===== config.mk =====
export PLATFORM = sky130hd
export DESIGN_NAME = fifo_wr_arbiter
export DESIGN_NICKNAME = d
export VERILOG_FILES = /design/src/rtl/fifo_wr_arbiter.sv
export SDC_FILE = /design/constraint.sdc
export NUM_CORES = 1
export LEC_CHECK = 0
export BUFFER_PORTS_ARGS = -buffer_cell sky130_fd_sc_hd__buf_2
export CAP_MARGIN = 20
export CORE_AREA = 5 5 127 129
export DETAILED_ROUTE_END_ITERATION = 8
export DIE_AREA = 0 0 132 134
export GPL_TIMING_DRIVEN = 0
export SLEW_MARGIN = 20
export SYNTH_ARGS = -nofsm -noshare
export SYNTH_HDL_FRONTEND = slang
export SYNTH_SLANG_ARGS = --single-unit

===== constraint.sdc =====
create_clock -name clk -period 5.5 [get_ports clk]
set_clock_uncertainty 0.15 [all_clocks]
set_input_delay 0.55 -clock clk [delete_from_list [all_inputs] [get_ports clk]]
set_output_delay 0.55 -clock clk [all_outputs]
set_load 0.02 [all_outputs]

===== src/rtl/fifo_wr_arbiter.sv =====
// Round-robin packet arbiter: N_REQ requesters, one shared FIFO write port.
// Ports: req_valid/req_last/req_data in, req_ready out; fifo_full in; w_valid/data_in/grant_id/busy/pkt_overrun out.
module fifo_wr_arbiter #(
  parameter int WIDTH     = 64,
  parameter int N_REQ     = 4,
  parameter int MAX_BEATS = 16
) (
  input  logic                   clk,
  input  logic                   rst_n,
  input  logic [N_REQ-1:0]       req_valid,
  input  logic [N_REQ-1:0]       req_last,
  input  logic [N_REQ*WIDTH-1:0] req_data,
  output logic [N_REQ-1:0]       req_ready,
  input  logic                   fifo_full,
  output logic                   w_valid,
  output logic [WIDTH-1:0]       data_in,
  output logic [$clog2(N_REQ)-1:0] grant_id,
  output logic                   busy,
  output logic                   pkt_overrun
);

  localparam int GW = $clog2(N_REQ);
  localparam int CW = $clog2(MAX_BEATS + 1);

  typedef enum logic {
    IDLE,
    LOCK
  } state_t;

  state_t          state_q, state_d;
  logic [GW-1:0]   grant_q, grant_d;
  logic [GW-1:0]   last_q, last_d;
  logic [GW-1:0]   pick;
  logic [GW:0]     idx;
  logic            found;
  logic [CW-1:0]   cnt_q, cnt_d;
  logic            ovr_q, ovr_d;
  logic [WIDTH-1:0] hold_q;
  logic [WIDTH-1:0] gdata;
  logic            gvalid;
  logic            glast;

  // Round-robin search starting one past the last released grant.
  // idx carries an extra bit so last+i never wraps before the mod step.
  always_comb begin
    pick  = last_q;
    found = 1'b0;
    idx   = '0;
    for (int i = 1; i <= N_REQ; i++) begin
      idx = {1'b0, last_q} + (GW+1)'(i);
      if (idx >= (GW+1)'(N_REQ))
        idx = idx - (GW+1)'(N_REQ);
      if (!found && req_valid[idx[GW-1:0]]) begin
        pick  = idx[GW-1:0];
        found = 1'b1;
      end
    end
  end

  assign gvalid = req_valid[grant_q];
  assign glast  = req_last[grant_q];
  assign gdata  = req_data[int'(grant_q)*WIDTH +: WIDTH];

  always_comb begin
    state_d   = state_q;
    grant_d   = grant_q;
    last_d    = last_q;
    cnt_d     = cnt_q;
    ovr_d     = ovr_q;
    w_valid   = 1'b0;
    req_ready = '0;
    busy      = 1'b0;
    data_in   = hold_q;
    case (state_q)
      IDLE: begin
        if (|req_valid) begin
          grant_d = pick;
          cnt_d   = '0;
          state_d = LOCK;
        end
      end
      LOCK: begin
        busy               = 1'b1;
        data_in            = gdata;
        w_valid            = gvalid & ~fifo_full;
        req_ready[grant_q] = ~fifo_full;
        if (w_valid) begin
          cnt_d = cnt_q + CW'(1);
          // Release on the real last beat, or force it at the beat cap.
          if (glast || cnt_d == CW'(MAX_BEATS)) begin
            state_d = IDLE;
            last_d  = grant_q;
            if (!glast)
              ovr_d = 1'b1;
          end
        end
      end
      default: state_d = IDLE;
    endcase
  end

  always_ff @(posedge clk or negedge rst_n) begin
    if (!rst_n) begin
      state_q <= IDLE;
      grant_q <= '0;
      last_q  <= GW'(N_REQ - 1);
      cnt_q   <= '0;
      ovr_q   <= 1'b0;
      hold_q  <= '0;
    end else begin
      state_q <= state_d;
      grant_q <= grant_d;
      last_q  <= last_d;
      cnt_q   <= cnt_d;
      ovr_q   <= ovr_d;
      hold_q  <= data_in;
    end
  end

  assign grant_id    = grant_q;
  assign pkt_overrun = ovr_q;

endmodule


==> results.md, run 1 <==
* Residual DRC count at 0
* TNS Setup at 0 ps
* Initial DRC count at 192
* Core footprint at 0.01492 sq mm
* Commonest non-fill, non-tap cell in the layout: buf_2
* WL/cell at 18.87 microns
* Register area share after synthesis at 0.4154
* Sw Ratio at 0.4180
* RePlAce Congestion at 0.8983
* H-tree lvl count at 3
* Critical Path Sink Type: primary output
* Distinct cells, synth at 32
* First-pass GRT wire length at 24,560 microns
* Post-Syn Area at 0.004524 sq mm
* Die W at 132 microns
* Worst path arrival time at 2790 ps
* Largest net degree at the start of global routing at 42
* Die Area at 0.01769 sq mm
* Synthesized area per cell at 15.82 sq um
* Tmin final at 3492 ps
* Critical R2R Launch: grant_id[1]
* Vias in the first global route at 4,735
* Most Crowded Layer GR: met2
* Crit-path max FO at 10
* Final period utilization at 0.6349
* Worst vdd ir at 0.3089 mV
* Met2 usage at 0.3125
* Number of I/O port buffers at 339
* Post-CTS Hold Buffers at 0
* Post-DP HPWL at 13,290 microns
* Vias/cell at 4.996
* Syn Nets at 554
* Clock Path Buffers at 2
* Drt pass-1 iters at 4
* Initial antenna violation count at 1
* Layout cells sized above 1 at 0.7741
* Total number of vias at 4,152
* Syn Inst Count at 286
* Fin. Hold Viols at 0
* # rows at 45
* FF+latch count, synth at 75
* Gr ovfl total at 0
* Post-synth top area share at 0.4038
* Final setup viols at 0
* CP Data Required Time at 4800 ps
* Met3 Use GR at 0.05476
* Post-CTS setup buffers at 0
* Die height at 134 microns
* Worst-Skew Late Latency at 330 ps
* RSZ-0062 raised after global routing: no
* Post-Route WL at 15,680 microns
* Most frequent cells in the layout: 345 x buf_2, 73 x dfrtp_1, 66 x mux4_2
* GRT met1 Usage at 0.1957
* LEAKAGE at 0.003236 uW
* Clock sinks at 75
* Critical path class: flop to primary output
* CTS root buffer: clkbuf_16
* Async SR Flop Fraction at 1.000
* R2R cell count at 4
* Top FF cell, synth: dfrtp_1
* Post-synth EDFFs at 0
* Initial Util at 0.3032
* Area grow syn2layout at 49.06%
* Critical Path Start Type: flop
* Clock share of power at 0.137
* Worst Tran Pin Value at 775.5 ps
* Fin nets at 905
* CTS clk-pin slew, worst paths at 60 ps
* Slew headroom at 0.4830
* PD cells at 568.6 mW/mm^2
* Num ports at 340
* CTS tree: done
* Reg2Reg Capture Point: hold_q[2]
* GRT Total Usage at 0.1743
* HP Class: input pin to asynchronous set/reset pin
* Tot Pwr at 3834 uW
* Combinational Power Share at 0.624
* P_int at 2232 uW
* PostCTS Resize Cnt at 0
* Seq pwr share at 0.240
* Sw Pwr at 1603 uW
* Leading area contributor after synthesis: dfrtp_1
* Routed Antenna Nets at 0
* Slew Viols, Final at 0
* Max_cap viols at 0
* Layout fillers at 1,429
* Setup slack, reg-to-reg at 2940 ps
* Synth area leaders: dfrtp_1 40%, mux4_2 33%, mux2_2 16%, dfstp_2 1.2%, clkbuf_1 1.0%
* YS warnings at 0
* Status: finished, final reports clean
* Number of buffers created by CTS at 9
* FMAX at 286.4 MHz
-- sequential cells by signal, indices dropped and copies added, names as in the netlist --
register / flops
pkt_overrun: 1
state_q: 1
grant_id: 2
hold_q: 64
last_q: 2
cnt_q: 5
-- power by group through the flow --
stage          logic, uW  clock network (uW)  registers [uW]
3_5_place_dp        2440                   0             933
6_report            2390                 525             918
2_1_floorplan       1690                   0             914
5_1_grt             2580                 568             949
4_1_cts             2440                 545             922
3_3_place_gp        2400                   0             919
-- how the worst max path moves through the flow --
stage | cells past startpoint | startpoint | end | slack, ps
floorplan | 4 | state_q | req_ready[0] | 2920
global placement | 5 | grant_id[1] | data_in[3] | 2280
detailed placement | 5 | grant_id[1] | data_in[6] | 2250
CTS | 5 | grant_id[1] | data_in[6] | 1870
global route | 5 | grant_id[1] | data_in[63] | 1810
finish | 5 | grant_id[1] | data_in[2] | 2010
-- layer usage --
layer | vias up | part of all wire | wire length (microns)
met4 | 0 | 0.019 | 292
met5 | - | 0 | 0
li1 | 1845 | - | -
met2 | 226 | 0.53 | 8283
met1 | 2055 | 0.37 | 5819
met3 | 26 | 0.082 | 1283
-- cell families after synthesis --
kind of cell / share of synthesized area
multiplexers: 0.4953
AO/OA/AOI/OAI: 0.02212
flip-flops: 0.4154
buffers and inverters: 0.02765
adder cells (fa/ha/maj): 0.002765
AND/OR/NAND/NOR: 0.03291
XOR/XNOR: 0.003872
-- area by class of cell --
cell class | count | area [sq um] | area share
tap | 188 | 235.2 | 0.03488
inverter | 6 | 22.52 | 0.003340
multi-input combinational | 182 | 2520 | 0.3737
clock buffer | 11 | 232.7 | 0.03451
antenna | 1 | 2.502 | 0.0003711
buffer | 23 | 102.6 | 0.01521
sequential | 75 | 1879 | 0.2787
timing repair buffer | 340 | 1719 | 0.2549
clock inverter | 5 | 30.03 | 0.004453
-- cell usage after synthesis (all sizes together) (2+ instances only) --
cell type / n
dfrtp: 73
mux2: 67
mux4: 66
clkbuf: 12
buf: 11
nand2: 11
o21ai: 8
inv: 6
a31oi: 3
nand3: 3
nor2: 3
a22oi: 2
and2: 2
dfstp: 2
nand2b: 2
nor4: 2
xor2: 2
-- through the flow --
stage	hold slack [ps]	utilization	cell area [sq um]	std cells	worst slack, ps
finish	13.77	0.4520	6744	831	2008
global placement	297.3	0.4327	6456	813	2281
global route	49.57	0.4520	6744	831	1807
floorplan	104.4	-	4524	286	2922
CTS	21.80	0.4518	6741	830	1875
detailed placement	299.6	0.4342	6479	814	2250
-- worst max-delay path, cell delays in order, from the launching register on --
cell and delay, ps:
dfrtp_1 340, clkbuf_1 590, clkbuf_1 660, mux4_2 410
mux2_2 290, buf_2 160
No activity file was read; power rests on OpenSTA's default activity.
==> run 2, diff against run 1 <==
==> constraint.sdc (replaced) <==
create_clock -name clk -period 3.65 [get_ports clk]
set_clock_uncertainty 0.15 [all_clocks]
set_input_delay 0.365 -clock clk [delete_from_list [all_inputs] [get_ports clk]]
set_output_delay 0.365 -clock clk [all_outputs]
set_load 0.02 [all_outputs]
==> run 2 against run 1 <==
Compared with the run above:
- sequential power grew 50%
- critical endpoint unchanged
- design area increased by 0.15%
- largest cell class unchanged
- total power up 51%
- register-to-register slack lost 1900 ps
==> results.md, run 2 (synthesized netlist as in run 1, its figures left out) <==
* Status: finished, final reports clean
* Final setup viols at 0 (unchanged)
* Vias in the first global route at 4,738 (+0.063%)
* Initial Util at 0.3032 (unchanged)
* Fin nets at 906 (+0.11%)
* Largest net degree at the start of global routing at 42 (unchanged)
* Initial antenna violation count at 1 (unchanged)
* PD cells at 855.6 mW/mm^2 (+50%)
* Residual DRC count at 0 (unchanged)
* Most frequent cells in the layout: 345 x buf_2, 73 x dfrtp_1, 66 x mux4_2
* CP Data Required Time at 3130 ps (-1670 ps)
* Worst path most repeated cell: clkbuf_1
* CTS clk-pin slew, worst paths at 60 ps (about the same)
* RSZ-0062 raised after global routing: no
* Gr ovfl total at 0 (unchanged)
* # rows at 45 (unchanged)
* Number of buffers created by CTS at 9 (unchanged)
* Critical Path Sink Type: primary output
* Worst Tran Pin Value at 785.9 ps (+10.40 ps)
* PostCTS Resize Cnt at 0 (unchanged)
* Die Area at 0.01769 sq mm (unchanged)
* WL/cell at 18.86 microns (about the same)
* Critical path buffers and inverters at 3 (unchanged)
* Worst path arrival time at 2800 ps (about the same)
* Tmin final at 3317 ps
* Die W at 132 microns (unchanged)
* Total number of vias at 4,154 (+0.048%)
* H-tree lvl count at 3 (unchanged)
* Worst-Skew Late Latency at 330 ps (about the same)
* Area grow syn2layout at 49.28%
* Critical Path Start Type: flop
* Slowest stage cell, crit path: clkbuf_1
* Largest register FFs at 64 (unchanged)
* Post-CTS Hold Buffers at 1 (+1)
* Post-DP HPWL at 13,290 microns (unchanged)
* RePlAce Congestion at 0.8983 (unchanged)
* HP Class: input pin to flop
* Slew Viols, Final at 0 (unchanged)
* Clock sinks at 75 (unchanged)
* Final core occ at 0.4527 (+0.0006700)
* Fin. Hold Viols at 0 (unchanged)
* TNS Setup at 0 ps (unchanged)
* Max stage delay on crit path at 660 ps (about the same)
* Drt pass-1 iters at 4 (unchanged)
* Crit-path max FO at 10 (unchanged)
* Number of I/O port buffers at 339 (unchanged)
* Layout cells sized above 1 at 0.7729 (-0.001204)
* CTS tree: done
* Cell breakdown of the critical path: clkbuf_1 -> clkbuf_1 -> mux4_2 -> mux2_2 -> buf_2
* Max_cap viols at 0 (unchanged)
* Slew headroom at 0.4761 (-0.006934)
* Initial DRC count at 194 (+1.0%)
* Vias/cell at 4.993 (about the same)
* CTS root buffer: clkbuf_16
* Post-CTS setup buffers at 0 (unchanged)
* Final hold slack at 244.5 ps (+230.8 ps)
* Die height at 134 microns (unchanged)
* Clock Path Buffers at 2 (unchanged)
* Num ports at 340 (unchanged)
* Top flop regs: hold_q x64, cnt_q x5
* Critical path class: flop to primary output
* First-pass GRT wire length at 24,580 microns (about the same)
* Top delay family on crit path: buffers and inverters
* Top reg by flops: hold_q
* Core footprint at 0.01492 sq mm (unchanged)
* FMAX at 301.5 MHz
* Final period utilization at 0.9087
* Post-Route WL at 15,690 microns (about the same)
* LEAKAGE at 0.003240 uW (+0.13%)
* Commonest non-fill, non-tap cell in the layout: buf_2
* Worst vdd ir at 0.4655 mV (+51%)
* GRT Total Usage at 0.1744 (about the same)
* Routed Antenna Nets at 0 (unchanged)
run 2: area by class of cell:
type	count	area [sq um]
buffer	23	102.6
fill	1428	8167
tap	188	235.2
multi-input combinational	182	2520
clock buffer	11	232.7
antenna	1	2.502
timing repair buffer	341	1729
inverter	6	22.52
sequential	75	1879
clock inverter	5	30.03
run 2: routing by layer:
layer | up-vias | routed length, microns | track usage
li1 | 1848 | - | -
met1 | 2058 | 5819 | 0.1957
met2 | 222 | 8296 | 0.3125
met3 | 26 | 1283 | 0.05514
met4 | 0 | 292 | 0.06057
met5 | - | 0 | 0
run 2: path summary, 6_finish.rpt:
check	startpoint	to	slack, ps	cells past startpoint
worst max register to register	grant_id[1]	hold_q[2]	1080	4
worst min-delay path	req_valid[0]	state_q	240	3
max in group asynchronous	rst_n	last_q[1]	2330	3
worst max-delay path	grant_id[1]	data_in[2]	330	5
min in group asynchronous	rst_n	hold_q[15]	380	2
worst min register to register	pkt_overrun	pkt_overrun	310	2
run 2: worst reg2reg max path: stages (launching register included):
cell and delay, ps:
dfrtp_1 340, clkbuf_1 600, clkbuf_1 660, mux4_2 420, mux2_2 290
run 2: report_power, final:
part / internal (uW) / leakage (uW) / switching, uW
sequential: 1260 / 0.000876 / 129
clock: 456 / 0.000125 / 335
combinational: 1650 / 0.00224 / 1950
total: 3360 / 0.00324 / 2420
run 2: stage by stage:
stage	instances	worst slack (ps)	power, uW	area (sq um)
floorplan	286	1257	3924	4524
global placement	813	615.7	5001	6456
detailed placement	814	584.8	5078	6479
CTS	831	209.9	5894	6751
global route	832	142.2	6177	6754
finish	832	333.3	5778	6754
